## src/rtl/calc_sequencer_if.sv

```systemverilog
// Key-event, ALU handshake and display/status bundle of the calculator sequencer.
// The master modport is the sequencer side; the slave modport is keypad/ALU/display.
interface calc_sequencer_if #(
  parameter int WIDTH = 12
);
  logic             key_valid;
  logic [3:0]       key_code;
  logic             alu_start;
  logic [1:0]       alu_op;
  logic [WIDTH-1:0] alu_a;
  logic [WIDTH-1:0] alu_b;
  logic             alu_done;
  logic [WIDTH-1:0] alu_result;
  logic             alu_err;
  logic [WIDTH-1:0] display_value;
  logic [2:0]       input_state;
  logic             complete;
  logic             error;

  modport master (
    input  key_valid, key_code, alu_done, alu_result, alu_err,
    output alu_start, alu_op, alu_a, alu_b, display_value, input_state, complete, error
  );

  modport slave (
    output key_valid, key_code, alu_done, alu_result, alu_err,
    input  alu_start, alu_op, alu_a, alu_b, display_value, input_state, complete, error
  );
endinterface

```

## src/rtl/calc_sequencer.sv

```systemverilog
// Calculator control FSM: gathers two decimal operands and an operator from key events,
// runs a start/done handshake with the ALU and registers the display and status outputs.
module calc_sequencer #(
  parameter int WIDTH       = 12,
  parameter int MAX_DIGITS  = 3,
  parameter int ALU_TIMEOUT = 255
) (
  input  logic              clk,
  input  logic              nRST,
  calc_sequencer_if.master  bus
);

  typedef enum logic [2:0] {
    ST_ENTER_A = 3'd0,
    ST_ENTER_B = 3'd1,
    ST_EXEC    = 3'd2,
    ST_RESULT  = 3'd3,
    ST_ERROR   = 3'd4
  } state_e;

  localparam int CNT_W = $clog2(MAX_DIGITS + 1);
  localparam int TMO_W = $clog2(ALU_TIMEOUT + 1);
  localparam logic [CNT_W-1:0] MAX_CNT   = CNT_W'(MAX_DIGITS);
  localparam logic [CNT_W-1:0] CNT_ONE   = CNT_W'(1);
  localparam logic [TMO_W-1:0] TMO_LIMIT = TMO_W'(ALU_TIMEOUT);
  localparam logic [TMO_W-1:0] TMO_ONE   = TMO_W'(1);
  localparam logic [WIDTH-1:0] TEN       = WIDTH'(4'd10);

  state_e           state_q, state_d;
  logic [WIDTH-1:0] a_q, a_d, b_q, b_d, result_q, result_d, display_q, display_d;
  logic [CNT_W-1:0] a_cnt_q, a_cnt_d, b_cnt_q, b_cnt_d;
  logic [TMO_W-1:0] tmo_q, tmo_d;
  logic [1:0]       op_q, op_d;
  logic             start_q, start_d, complete_q, complete_d, error_q, error_d;

  logic             is_digit_s, is_op_s, is_clear_s, is_equals_s;
  logic [1:0]       key_op_s;
  logic [WIDTH-1:0] digit_s, a_shift_s, b_shift_s;

  // Classify the incoming key event
  always_comb begin
    is_digit_s  = 1'b0;
    is_op_s     = 1'b0;
    is_clear_s  = 1'b0;
    is_equals_s = 1'b0;
    key_op_s    = 2'b00;
    if (bus.key_valid) begin
      case (bus.key_code)
        4'hA:    begin is_op_s = 1'b1; key_op_s = 2'b00; end
        4'hB:    begin is_op_s = 1'b1; key_op_s = 2'b01; end
        4'hC:    begin is_op_s = 1'b1; key_op_s = 2'b10; end
        4'hD:    begin is_op_s = 1'b1; key_op_s = 2'b11; end
        4'hE:    is_clear_s  = 1'b1;
        4'hF:    is_equals_s = 1'b1;
        default: is_digit_s  = 1'b1;
      endcase
    end else begin
      is_digit_s = 1'b0;
    end
  end

  assign digit_s   = {{(WIDTH-4){1'b0}}, bus.key_code};
  assign a_shift_s = (a_q * TEN) + digit_s;
  assign b_shift_s = (b_q * TEN) + digit_s;

  // Next-state and datapath update
  always_comb begin
    state_d  = state_q;
    a_d      = a_q;
    b_d      = b_q;
    a_cnt_d  = a_cnt_q;
    b_cnt_d  = b_cnt_q;
    result_d = result_q;
    op_d     = op_q;
    tmo_d    = tmo_q;
    if (is_clear_s) begin
      state_d  = ST_ENTER_A;
      a_d      = '0;
      b_d      = '0;
      a_cnt_d  = '0;
      b_cnt_d  = '0;
      result_d = '0;
      op_d     = 2'b00;
      tmo_d    = '0;
    end else begin
      case (state_q)
        ST_ENTER_A: begin
          if (is_digit_s && (a_cnt_q < MAX_CNT)) begin
            a_d     = a_shift_s;
            a_cnt_d = a_cnt_q + CNT_ONE;
          end else if (is_op_s) begin
            op_d    = key_op_s;
            b_d     = '0;
            b_cnt_d = '0;
            state_d = ST_ENTER_B;
          end else begin
            state_d = ST_ENTER_A;
          end
        end
        ST_ENTER_B: begin
          if (is_digit_s && (b_cnt_q < MAX_CNT)) begin
            b_d     = b_shift_s;
            b_cnt_d = b_cnt_q + CNT_ONE;
          end else if (is_op_s && (b_cnt_q == '0)) begin
            op_d = key_op_s;
          end else if (is_equals_s && (b_cnt_q != '0)) begin
            tmo_d   = '0;
            state_d = ST_EXEC;
          end else begin
            state_d = ST_ENTER_B;
          end
        end
        ST_EXEC: begin
          tmo_d = tmo_q + TMO_ONE;
          if (bus.alu_done) begin
            if (bus.alu_err) begin
              state_d = ST_ERROR;
            end else begin
              result_d = bus.alu_result;
              state_d  = ST_RESULT;
            end
          end else if ((tmo_q + TMO_ONE) == TMO_LIMIT) begin
            state_d = ST_ERROR;
          end else begin
            state_d = ST_EXEC;
          end
        end
        ST_RESULT: begin
          if (is_digit_s) begin
            a_d     = digit_s;
            a_cnt_d = CNT_ONE;
            b_d     = '0;
            b_cnt_d = '0;
            state_d = ST_ENTER_A;
          end else if (is_op_s) begin
            // Chaining: the previous result becomes a full, closed operand A
            a_d     = result_q;
            a_cnt_d = MAX_CNT;
            op_d    = key_op_s;
            b_d     = '0;
            b_cnt_d = '0;
            state_d = ST_ENTER_B;
          end else begin
            state_d = ST_RESULT;
          end
        end
        ST_ERROR: state_d = ST_ERROR;
        default:  state_d = ST_ENTER_A;
      endcase
    end
  end

  // Registered outputs derived from the upcoming state
  always_comb begin
    start_d    = (state_d == ST_EXEC) && (state_q != ST_EXEC);
    complete_d = (state_d == ST_RESULT);
    error_d    = (state_d == ST_ERROR);
    display_d  = display_q;
    case (state_d)
      ST_ENTER_A: display_d = a_d;
      ST_ENTER_B: display_d = (b_cnt_d != '0) ? b_d : a_d;
      ST_EXEC:    display_d = display_q;
      ST_RESULT:  display_d = result_d;
      ST_ERROR:   display_d = '0;
      default:    display_d = '0;
    endcase
  end

  // State and datapath registers
  always_ff @(posedge clk or negedge nRST) begin
    if (!nRST) begin
      state_q    <= ST_ENTER_A;
      a_q        <= '0;
      b_q        <= '0;
      a_cnt_q    <= '0;
      b_cnt_q    <= '0;
      result_q   <= '0;
      op_q       <= 2'b00;
      tmo_q      <= '0;
      display_q  <= '0;
      start_q    <= 1'b0;
      complete_q <= 1'b0;
      error_q    <= 1'b0;
    end else begin
      state_q    <= state_d;
      a_q        <= a_d;
      b_q        <= b_d;
      a_cnt_q    <= a_cnt_d;
      b_cnt_q    <= b_cnt_d;
      result_q   <= result_d;
      op_q       <= op_d;
      tmo_q      <= tmo_d;
      display_q  <= display_d;
      start_q    <= start_d;
      complete_q <= complete_d;
      error_q    <= error_d;
    end
  end

  assign bus.alu_start     = start_q;
  assign bus.alu_op        = op_q;
  assign bus.alu_a         = a_q;
  assign bus.alu_b         = b_q;
  assign bus.display_value = display_q;
  assign bus.input_state   = state_q;
  assign bus.complete      = complete_q;
  assign bus.error         = error_q;

endmodule
```

## src/flat_wrapper.sv

```systemverilog
// flat-port wrapper written by rule: the top's interface ports become plain ports
module calc_sequencer_flat 
#(
  parameter int WIDTH       = 12,
  parameter int MAX_DIGITS  = 3,
  parameter int ALU_TIMEOUT = 255
)
  (clk, nRST, bus_key_valid, bus_key_code, bus_alu_done, bus_alu_result, bus_alu_err, bus_alu_start, bus_alu_op, bus_alu_a, bus_alu_b, bus_display_value, bus_input_state, bus_complete, bus_error);
  calc_sequencer_if #(.WIDTH(WIDTH)) bus_i ();
  input  logic clk;
  input  logic nRST;
  input wire logic [$bits(bus_i.key_valid)-1:0] bus_key_valid;
  input wire logic [$bits(bus_i.key_code)-1:0] bus_key_code;
  input wire logic [$bits(bus_i.alu_done)-1:0] bus_alu_done;
  input wire logic [$bits(bus_i.alu_result)-1:0] bus_alu_result;
  input wire logic [$bits(bus_i.alu_err)-1:0] bus_alu_err;
  output wire logic [$bits(bus_i.alu_start)-1:0] bus_alu_start;
  output wire logic [$bits(bus_i.alu_op)-1:0] bus_alu_op;
  output wire logic [$bits(bus_i.alu_a)-1:0] bus_alu_a;
  output wire logic [$bits(bus_i.alu_b)-1:0] bus_alu_b;
  output wire logic [$bits(bus_i.display_value)-1:0] bus_display_value;
  output wire logic [$bits(bus_i.input_state)-1:0] bus_input_state;
  output wire logic [$bits(bus_i.complete)-1:0] bus_complete;
  output wire logic [$bits(bus_i.error)-1:0] bus_error;
  assign bus_i.key_valid = bus_key_valid;
  assign bus_i.key_code = bus_key_code;
  assign bus_i.alu_done = bus_alu_done;
  assign bus_i.alu_result = bus_alu_result;
  assign bus_i.alu_err = bus_alu_err;
  assign bus_alu_start = bus_i.alu_start;
  assign bus_alu_op = bus_i.alu_op;
  assign bus_alu_a = bus_i.alu_a;
  assign bus_alu_b = bus_i.alu_b;
  assign bus_display_value = bus_i.display_value;
  assign bus_input_state = bus_i.input_state;
  assign bus_complete = bus_i.complete;
  assign bus_error = bus_i.error;
  calc_sequencer #(.WIDTH(WIDTH), .MAX_DIGITS(MAX_DIGITS), .ALU_TIMEOUT(ALU_TIMEOUT)) u_core (.clk(clk), .nRST(nRST), .bus(bus_i));
endmodule
```

## config.mk

```make
export PLATFORM = sky130hd
export DESIGN_NAME = calc_sequencer_flat
export DESIGN_NICKNAME = d
export VERILOG_FILES = /design/src/rtl/calc_sequencer_if.sv /design/src/rtl/calc_sequencer.sv /design/src/flat_wrapper.sv
export SDC_FILE = /design/constraint.sdc
export NUM_CORES = 1
export LEC_CHECK = 0
export CORE_MARGIN = 1
export CORE_UTILIZATION = 30
export DETAILED_ROUTE_END_ITERATION = 10
export PLACE_DENSITY = 0.54
export SLEW_MARGIN = 5
export SYNTH_ARGS = -nofsm -noshare
export SYNTH_HDL_FRONTEND = slang
export SYNTH_SLANG_ARGS = --single-unit
```

## constraint.sdc

```tcl
create_clock -name clk -period 3.89 [get_ports clk]
set_input_delay 0.778 -clock clk [delete_from_list [all_inputs] [get_ports clk]]
set_output_delay 0.778 -clock clk [all_outputs]
set_load 0.05 [all_outputs]
```

==> results of run 1 <==
[cells in the final DEF, fill, tap and decap left out, types with 10 or more instances in the layout]
master / synthesis / layout
dfrtp_1: 68 / 68
nor2_1: 67 / 67
clkdlybuf4s50_1: 0 / 63
ha_1: 41 / 41
nand2_1: 38 / 38
a21oi_1: 24 / 24
o21ai_0: 22 / 22
mux2i_1: 21 / 21
buf_4: 0 / 16
xor2_1: 15 / 15
xnor2_1: 15 / 15
a221o_1: 13 / 13
nand3_1: 12 / 12
inv_1: 10 / 10
a222oi_1: 10 / 10
[cells in the mapped netlist (4+ instances only)]
cell type   n
a211oi_1    5
a21o_1      4
a21oi_1    24
a221o_1    13
a222oi_1   10
a22oi_1     4
a31oi_1     5
buf_2       9
clkbuf_1    6
dfrtp_1    68
fa_1        4
ha_1       41
inv_1      10
mux2i_1    21
nand2_1    38
nand2b_1    5
nand3_1    12
nand4_1     4
nor2_1     67
nor2b_1     9
nor3_1      7
nor3b_1     9
o21ai_0    22
xnor2_1    15
xor2_1     15
[cells by family (layout without fill, tap and decap cells)]
family                     after synthesis  count (layout)  share of synthesized area [%]
adders and majority gates               46              46                           12.8
and+or+nand+nor                        177             177                           18.8
buffers and inverters                   33             108                           3.33
DFF                                     68              68                           36.0
muxes                                   22              22                           4.68
AOI/OAI and AO/OA                      116             116                           18.4
xor gates and xnor gates                31              31                           6.03
[state kept, by name (all words and copies together) (netlist names), 3 cells and up]
| signal | cells |
|---|---|
| u_core.bus.alu_a | 12 |
| u_core.bus.alu_b | 12 |
| u_core.bus.display_value | 12 |
| u_core.result_q | 12 |
| u_core.tmo_q | 8 |
| u_core.bus.input_state | 3 |
[critical path, stage by stage, from the launching register on]
cell,delay [ps]
dfrtp_1,450
ha_1,320
ha_1,230
fa_1,410
a211oi_1,410
nor2_1,110
xor2_1,310
nand4_1,160
xnor2_1,220
xnor2_1,90
a222oi_1,530
o31ai_2,110
[layout make-up]
type	instances	area (sq um)	area share, %
multi-input combinational	392	2870	48.2
sequential	68	1700	28.6
timing repair buffer	80	756	12.7
tap	211	264	4.43
clock buffer	11	243	4.08
clock inverter	5	75.1	1.26
inverter	12	45.0	0.756
[power groups by stage]
stage          Sequential (W)  Clock, W  Combinational, W
5_1_grt               0.00120  0.000918           0.00349
4_1_cts               0.00117  0.000888           0.00319
6_report              0.00116  0.000866           0.00319
3_3_place_gp          0.00118         0           0.00312
2_1_floorplan         0.00164         0           0.00184
3_5_place_dp          0.00117         0           0.00316
[metrics by stage]
step / area (sq um) / total power (W) / setup WS [ps]
after detailed placement: 5640 / 0.00434 / 226
after CTS: 5960 / 0.00525 / 406
after floorplan: 4730 / 0.00348 / 539
final: 5960 / 0.00521 / 424
after global placement: 5640 / 0.00430 / 245
after global routing: 5960 / 0.00560 / 43.6
[path summary, 6_finish.rpt]
path | start | to | slack (ps) | cells past startpoint
min | nRST | u_core.bus.error | 440 | 1
min reg2reg | u_core.bus.alu_op[1] | u_core.bus.alu_op[1] | 480 | 2
max in group asynchronous | nRST | u_core.result_q[8] | 2400 | 2
max reg2reg | u_core.bus.alu_a[1] | u_core.bus.display_value[11] | 420 | 11
min in group clk | u_core.bus.alu_op[1] | u_core.bus.alu_op[1] | 480 | 2
max | u_core.bus.alu_a[1] | u_core.bus.display_value[11] | 420 | 11
[layer usage]
layer / up-vias / share of wire, %
li1: 1965 / -
met1: 1946 / 50
met2: 93 / 45
met3: 13 / 3.3
met4: 0 / 1.5
met5: - / 0
==> flow_summary.toml, run 1 <==
[finish]
area_delta_synth_final_pct = 26.0
num-nets-final = 629
finalNonFillerCells = 779
final_layout_size_suffix_gt1_share_pct = 8.63
antenna_cells = 0
final_core_util_pct = 38.9
fill_cells = 1523

[timing]
maxSlewViolCount = 0
finalWorstPathRequiredPeriod_ps = 3470
tns_ps = 0
fin_skew_ps = 6.12
slew_headroom_pct = 52.1
max_freq_ghz = 0.289
min_period_over_period_pct = 89.1
setup_violations = 0
finalHoldViolations = 0
grt_setup_unrepaired = "no"
whs_ps = 443
worst_slew_pin_slew_ps = 718

[synthesis]
yosysUniqueCellTypes = 65
synth.ff_latch_count = 68
synth.top_cell.area_share_pct = 36.0
async_reset_ff_share_pct = 100
synthesis.nets = 559
synthesis.area_sq_um = 4730
ys.flop_type = "dfrtp_1"
yosys-top-cells-area = "dfrtp_1 (36%), ha_1 (11%), nor2_1 (5.3%)"
yosys.area.top_type = "dfrtp_1"
ys_seq_area_share_pct = 36.0
synth_edf_count = 0
syn_avg_cell_area_sq_um = 9.59
syn_inst = 493
yosysWarnings = 0

[global_route]
antenna_found_initial = 0
busiest_layer = "met2"
gr-total-overflow = 0
grt_use_total_pct = 16.4
grtUsageMet2_pct = 25.7
use_met1_pct = 23.2
grt_pass1_wl_microns = 21000
grt_pass1_vias = 3949
grt_start_max_net_pins = 47
gr-usage-met3_pct = 1.72

[die]
io_pins = 65
die_y_microns = 128
die_w_microns = 128
dieArea_sq_um = 16300
fp-row-count = 45
start_util_pct = 30.9
core_area_sq_um = 15300

[power]
leakagePower_nw = 2.62
ir_drop_uv = 276
p_switching_w = 0.00244
power.density_nw_per_um2 = 875
internal-power_w = 0.00277
clkPwrFrac_pct = 16.6
pwr-share-seq_pct = 22.3
swShare_pct = 46.8
combPwrFrac_pct = 61.1

[placed_design]
dp_hpwl_microns = 9760
gp_congestion = 0.833
io_buffers = 64
numPlacedInstances = 763

[routing]
routed_wl_microns = 12800
drc = 0
routedWlPerCell_microns = 16.4
drt_iter0_drc = 310
ant_nets = 0
first_pass_iters = 5
drt-vias-per-instance = 5.16
vias = 4017

[setup_path]
arrival_ps = 3670
crit_required_ps = 4090
startpoint_type = "register"
crit_type = "register to register"
critPathCaptureType = "register"
critPathMaxFanout = 5

[clock_network]
hold_buffers = 0
htree_num_levels = 3
clock_latency_ps = 330
cts-root-buf = "clkbuf_16"
clock_sinks = 68
postCtsResizedCells = 0
path_clk_slew_ps = 60
cts_setup_buffers = 0
cts_buffers = 9
cts_tree = "built"
cts_buffer_depth = 2

[run_status]
status = "finished, final reports clean"

[flow_run]
max_cap_viol_count = 0

[hold_path]
hp-class = "input port to asynchronous set/reset pin"
Note: power is estimated with default switching activity, not from simulation.
==> inputs of run 2 (changes only) <==
- CELL_PAD_IN_SITES_DETAIL_PLACEMENT: unset -> 1
- CELL_PAD_IN_SITES_GLOBAL_PLACEMENT: unset -> 1
- PLACE_DENSITY: 0.54 -> 0.65
==> flow_summary.toml, run 2 (synthesis results as in run 1) <==
[power]
leakagePower_nw = 2.62
power.density_nw_per_um2 = 881
ir_drop_uv = 265

[finish]
fill_cells = 1747
num-nets-final = 631
final_layout_size_suffix_gt1_share_pct = 8.95
antenna_cells = 0
ff_latch_area_sq_um = 1700
final_cell_mix = "dfrtp_1 (68), nor2_1 (67), clkdlybuf4s50_1 (63)"
final_core_util_pct = 38.9
final_common_cell = "dfrtp_1"
area_delta_synth_final_pct = 26.0
multiInputGateArea_sq_um = 2870
final_area_sq_um = 5960

[routing]
ant_nets = 0
drc = 0
first_pass_iters = 5
drt_iter0_drc = 259
routed_wl_microns = 13900
vias = 4114
drt-vias-per-instance = 5.27
routedWlPerCell_microns = 17.8

[die]
core_area_sq_um = 15300
die_y_microns = 128
io_pins = 65
die_w_microns = 128
dieArea_sq_um = 16300
fp-row-count = 45
start_util_pct = 30.9

[placed_design]
io_buffers = 64
gp_congestion = 0.798
placedInstanceArea_sq_um = 5650
dp_hpwl_microns = 10700

[setup_path]
critPathMaxFanout = 6
crit_required_ps = 4130
arrival_ps = 3710
startpoint_type = "input port"
timing.rr.start = "u_core.bus.alu_a[1]"
crit_type = "input port to register"
crit_start = "bus_key_code[1]"
critPathCaptureType = "register"
rrSetupSlack_ps = 430

[flow_run]
max_cap_viol_count = 0

[clock_network]
hold_buffers = 0
path_clk_slew_ps = 50
cts_setup_buffers = 0
cts_buffers = 9
cts-root-buf = "clkbuf_16"
cts_buffer_depth = 2
clock_sinks = 68
cts_tree = "built"
clock_latency_ps = 330
postCtsResizedCells = 0
htree_num_levels = 3

[global_route]
antenna_found_initial = 0
grt_pass1_vias = 4309
gr-total-overflow = 0
grt_start_max_net_pins = 34
grt_pass1_wl_microns = 23000
grt_use_total_pct = 17.9

[timing]
tns_ps = 0
max_freq_ghz = 0.287
grt_setup_unrepaired = "no"
worst_slew_pin_slew_ps = 804
maxSlewViolCount = 0
finalHoldViolations = 0
setup_violations = 0
fin_skew_ps = 8.91
min_period_over_period_pct = 89.4
slew_headroom_pct = 46.4
whs_ps = 486
finalWorstPathRequiredPeriod_ps = 3480

[run_status]
status = "finished, final reports clean"

[hold_path]
min_from = "u_core.bus.alu_op[0]"
hp-class = "register to register"
-- run 2: cell types whose count changed in the layout (fill, tap and decap cells not counted), sizes merged --
cell and change:
clkinv -1, clkinvlp +1, buf +2, clkbuf +1
bufinv -1
-- run 2: stage by stage --
stage / cells / setup slack, ps / total power [W]
global placement: 765 / 126 / 0.00432
global route: 781 / 169 / 0.00565
detailed placement: 765 / 120 / 0.00442
CTS: 781 / 385 / 0.00530
finish: 781 / 411 / 0.00525
floorplan: 493 / 539 / 0.00348
-- run 2: final timing paths --
| check | end | cells after the start |
|---|---|---|
| min | u_core.bus.alu_op[0] | 2 |
| min in group asynchronous | u_core.bus.alu_start | 1 |
| min reg2reg | u_core.bus.alu_op[0] | 2 |
| max reg2reg | u_core.bus.display_value[11] | 12 |
| max | u_core.bus.display_value[11] | 11 |
| max in group asynchronous | u_core.result_q[10] | 2 |
-- run 2: report_power, final --
| group | switching [W] | leakage [nW] | internal, W |
|---|---|---|---|
| Combinational | 0.00197 | 1.57 | 0.00129 |
| Sequential | 0.000240 | 0.901 | 0.000921 |
| Clock | 0.000302 | 0.149 | 0.000529 |
| Total | 0.00251 | 2.62 | 0.00274 |
-- run 2: critical path: stages --
cell	delay, ps
clkdlybuf4s50_1	560
ha_1	290
fa_1	410
a21oi_1	190
and4b_1	240
and3b_1	200
and4_1	210
xnor3_1	340
a2bb2oi_1	170
o22a_1	250
o31ai_2	60
-- run 2: routing by layer --
metal / part of all wire [%] / vias to the layer above / track usage (%) / wire length, microns
li1: - / 1960 / - / -
met1: 49 / 2077 / 25.0 / 6780
met2: 48 / 73 / 29.2 / 6640
met3: 3.0 / 4 / 2.30 / 420
met4: 0.52 / 0 / 4.62 / 72
met5: 0 / - / 0 / 0
-- run 2: cell type report --
class | instances | area share [%]
multi-input cells | 392 | 48.2
flip-flops and latches | 68 | 28.6
repair buffers | 82 | 12.9
well taps | 211 | 4.43
clock buffers | 12 | 4.31
clock inverters | 4 | 0.798
inverters | 12 | 0.756
==> inputs of run 3 (changes only) <==
- CORE_ASPECT_RATIO: unset -> 0.9
==> flow_summary.toml, run 3 (synthesis results as in run 1) <==
[run_status]
status = "finished, final reports clean"

[finish]
final_layout_size_suffix_gt1_share_pct = 8.29
final_common_cell = "dfrtp_1"
final_core_util_pct = 38.4
num-nets-final = 630
final_area_sq_um = 5910
final_cell_mix = "dfrtp_1 (68), nor2_1 (67), clkdlybuf4s50_1 (63)"
area_delta_synth_final_pct = 24.9
antenna_cells = 0

[power]
swShare_pct = 48.3
combPwrFrac_pct = 62.7
leakagePower_nw = 2.60
power.density_nw_per_um2 = 886
internal-power_w = 0.00270
clkPwrFrac_pct = 14.9
ir_drop_uv = 299
p_switching_w = 0.00253
pwr-share-seq_pct = 22.3

[global_route]
grt_use_total_pct = 18.7
antenna_found_initial = 0
grt_pass1_vias = 4316
grt_start_max_net_pins = 34
grt_pass1_wl_microns = 23700
gr-total-overflow = 0

[placed_design]
placedInstanceArea_sq_um = 5630
gp_congestion = 0.832
dp_hpwl_microns = 11200
io_buffers = 64

[timing]
finalWorstPathRequiredPeriod_ps = 3430
tns_ps = 0
worst_slew_pin_slew_ps = 702
grt_setup_unrepaired = "no"
fin_skew_ps = 5.32
maxSlewViolCount = 0
max_freq_ghz = 0.291
finalHoldViolations = 0
min_period_over_period_pct = 88.2
whs_ps = 408
setup_violations = 0
slew_headroom_pct = 53.2

[die]
dieArea_sq_um = 16300
die_w_microns = 134
fp-row-count = 43
die_y_microns = 121
io_pins = 65
core_area_sq_um = 15400
start_util_pct = 30.7

[setup_path]
critPathMaxFanout = 4
reg2regPathDepth = 11
crit_start = "u_core.bus.alu_b[3]"
arrival_ps = 3670
critPathCaptureType = "register"
startpoint_type = "register"
crit_required_ps = 4130
crit_type = "register to register"
rrSetupSlack_ps = 460
reg2reg_to = "u_core.bus.display_value[11]"
crit_end = "u_core.bus.display_value[11]"
timing.rr.start = "u_core.bus.alu_b[3]"

[routing]
vias = 4076
drc = 0
drt-vias-per-instance = 5.30
routed_wl_microns = 14300
drt_iter0_drc = 245
ant_nets = 0
first_pass_iters = 7
routedWlPerCell_microns = 18.6

[flow_run]
max_cap_viol_count = 0

[clock_network]
htree_num_levels = 3
cts-root-buf = "clkbuf_16"
cts_buffer_depth = 2
cts_tree = "built"
hold_buffers = 0
cts_buffers = 9
clock_latency_ps = 330
clock_sinks = 68
postCtsResizedCells = 0
cts_setup_buffers = 0
path_clk_slew_ps = 60

[hold_path]
hp-class = "input port to asynchronous set/reset pin"
==> run 3: cell count changes in the layout (fill, tap and decap cells not counted) <==
cell        before  now
buf_4           18   17
clkbuf_1         1    2
clkbuf_8         2    0
clkinvlp_4       1    0
==> run 3: worst min-delay path by stage <==
stage,slack (ps),cells after the start,endpoint
detailed placement,490,2,u_core.bus.alu_op[0]
global route,440,1,u_core.result_q[0]
floorplan,470,1,u_core.tmo_q[5]
finish,410,1,u_core.result_q[0]
CTS,420,1,u_core.result_q[0]
global placement,480,2,u_core.bus.alu_op[0]
==> run 3: metrics by stage <==
| stage | total power [W] | setup WS (ps) | std cells |
|---|---|---|---|
| 2_1_floorplan | 0.00348 | 539 | 493 |
| 3_3_place_gp | 0.00435 | 227 | 755 |
| 3_5_place_dp | 0.00445 | 218 | 755 |
| 4_1_cts | 0.00527 | 471 | 769 |
| 5_1_grt | 0.00563 | 237 | 769 |
| 6_report | 0.00523 | 459 | 769 |
==> run 3: area by class of cell <==
type / instances / area [sq um]
Clock buffer: 11 / 233
Tap cell: 202 / 253
Clock inverter: 3 / 40.0
Inverter: 12 / 45.0
Multi-Input combinational cell: 392 / 2870
Timing Repair Buffer: 81 / 763
Sequential cell: 68 / 1700
Fill cell: 1786 / 9480
==> run 3: layer usage <==
metal	track usage (%)	routed length [microns]	part of all wire, %	up-vias
met5	0	0	0	-
met3	2.55	346	2.4	12
met4	4.99	209	1.5	0
li1	-	-	-	1956
met1	26.5	7060	49	2035
met2	30.0	6700	47	73
==> run 3: power groups by stage <==
stage	registers [W]	logic, W	clock network [W]
after floorplan	0.00164	0.00184	0
after global placement	0.00118	0.00318	0
after detailed placement	0.00118	0.00326	0
after CTS	0.00118	0.00329	0.000796
after global routing	0.00120	0.00360	0.000830
final	0.00117	0.00328	0.000781
==> run 3: critical path, cell delays in order (launching register included) <==
cell       delay [ps]
dfrtp_1           440
ha_1              300
ha_1              230
fa_1              410
a211oi_1          390
nor2_1            110
xor2_1            370
and4_1            290
xnor3_1           310
a2bb2oi_1         170
o22a_1            250
o31ai_2            60
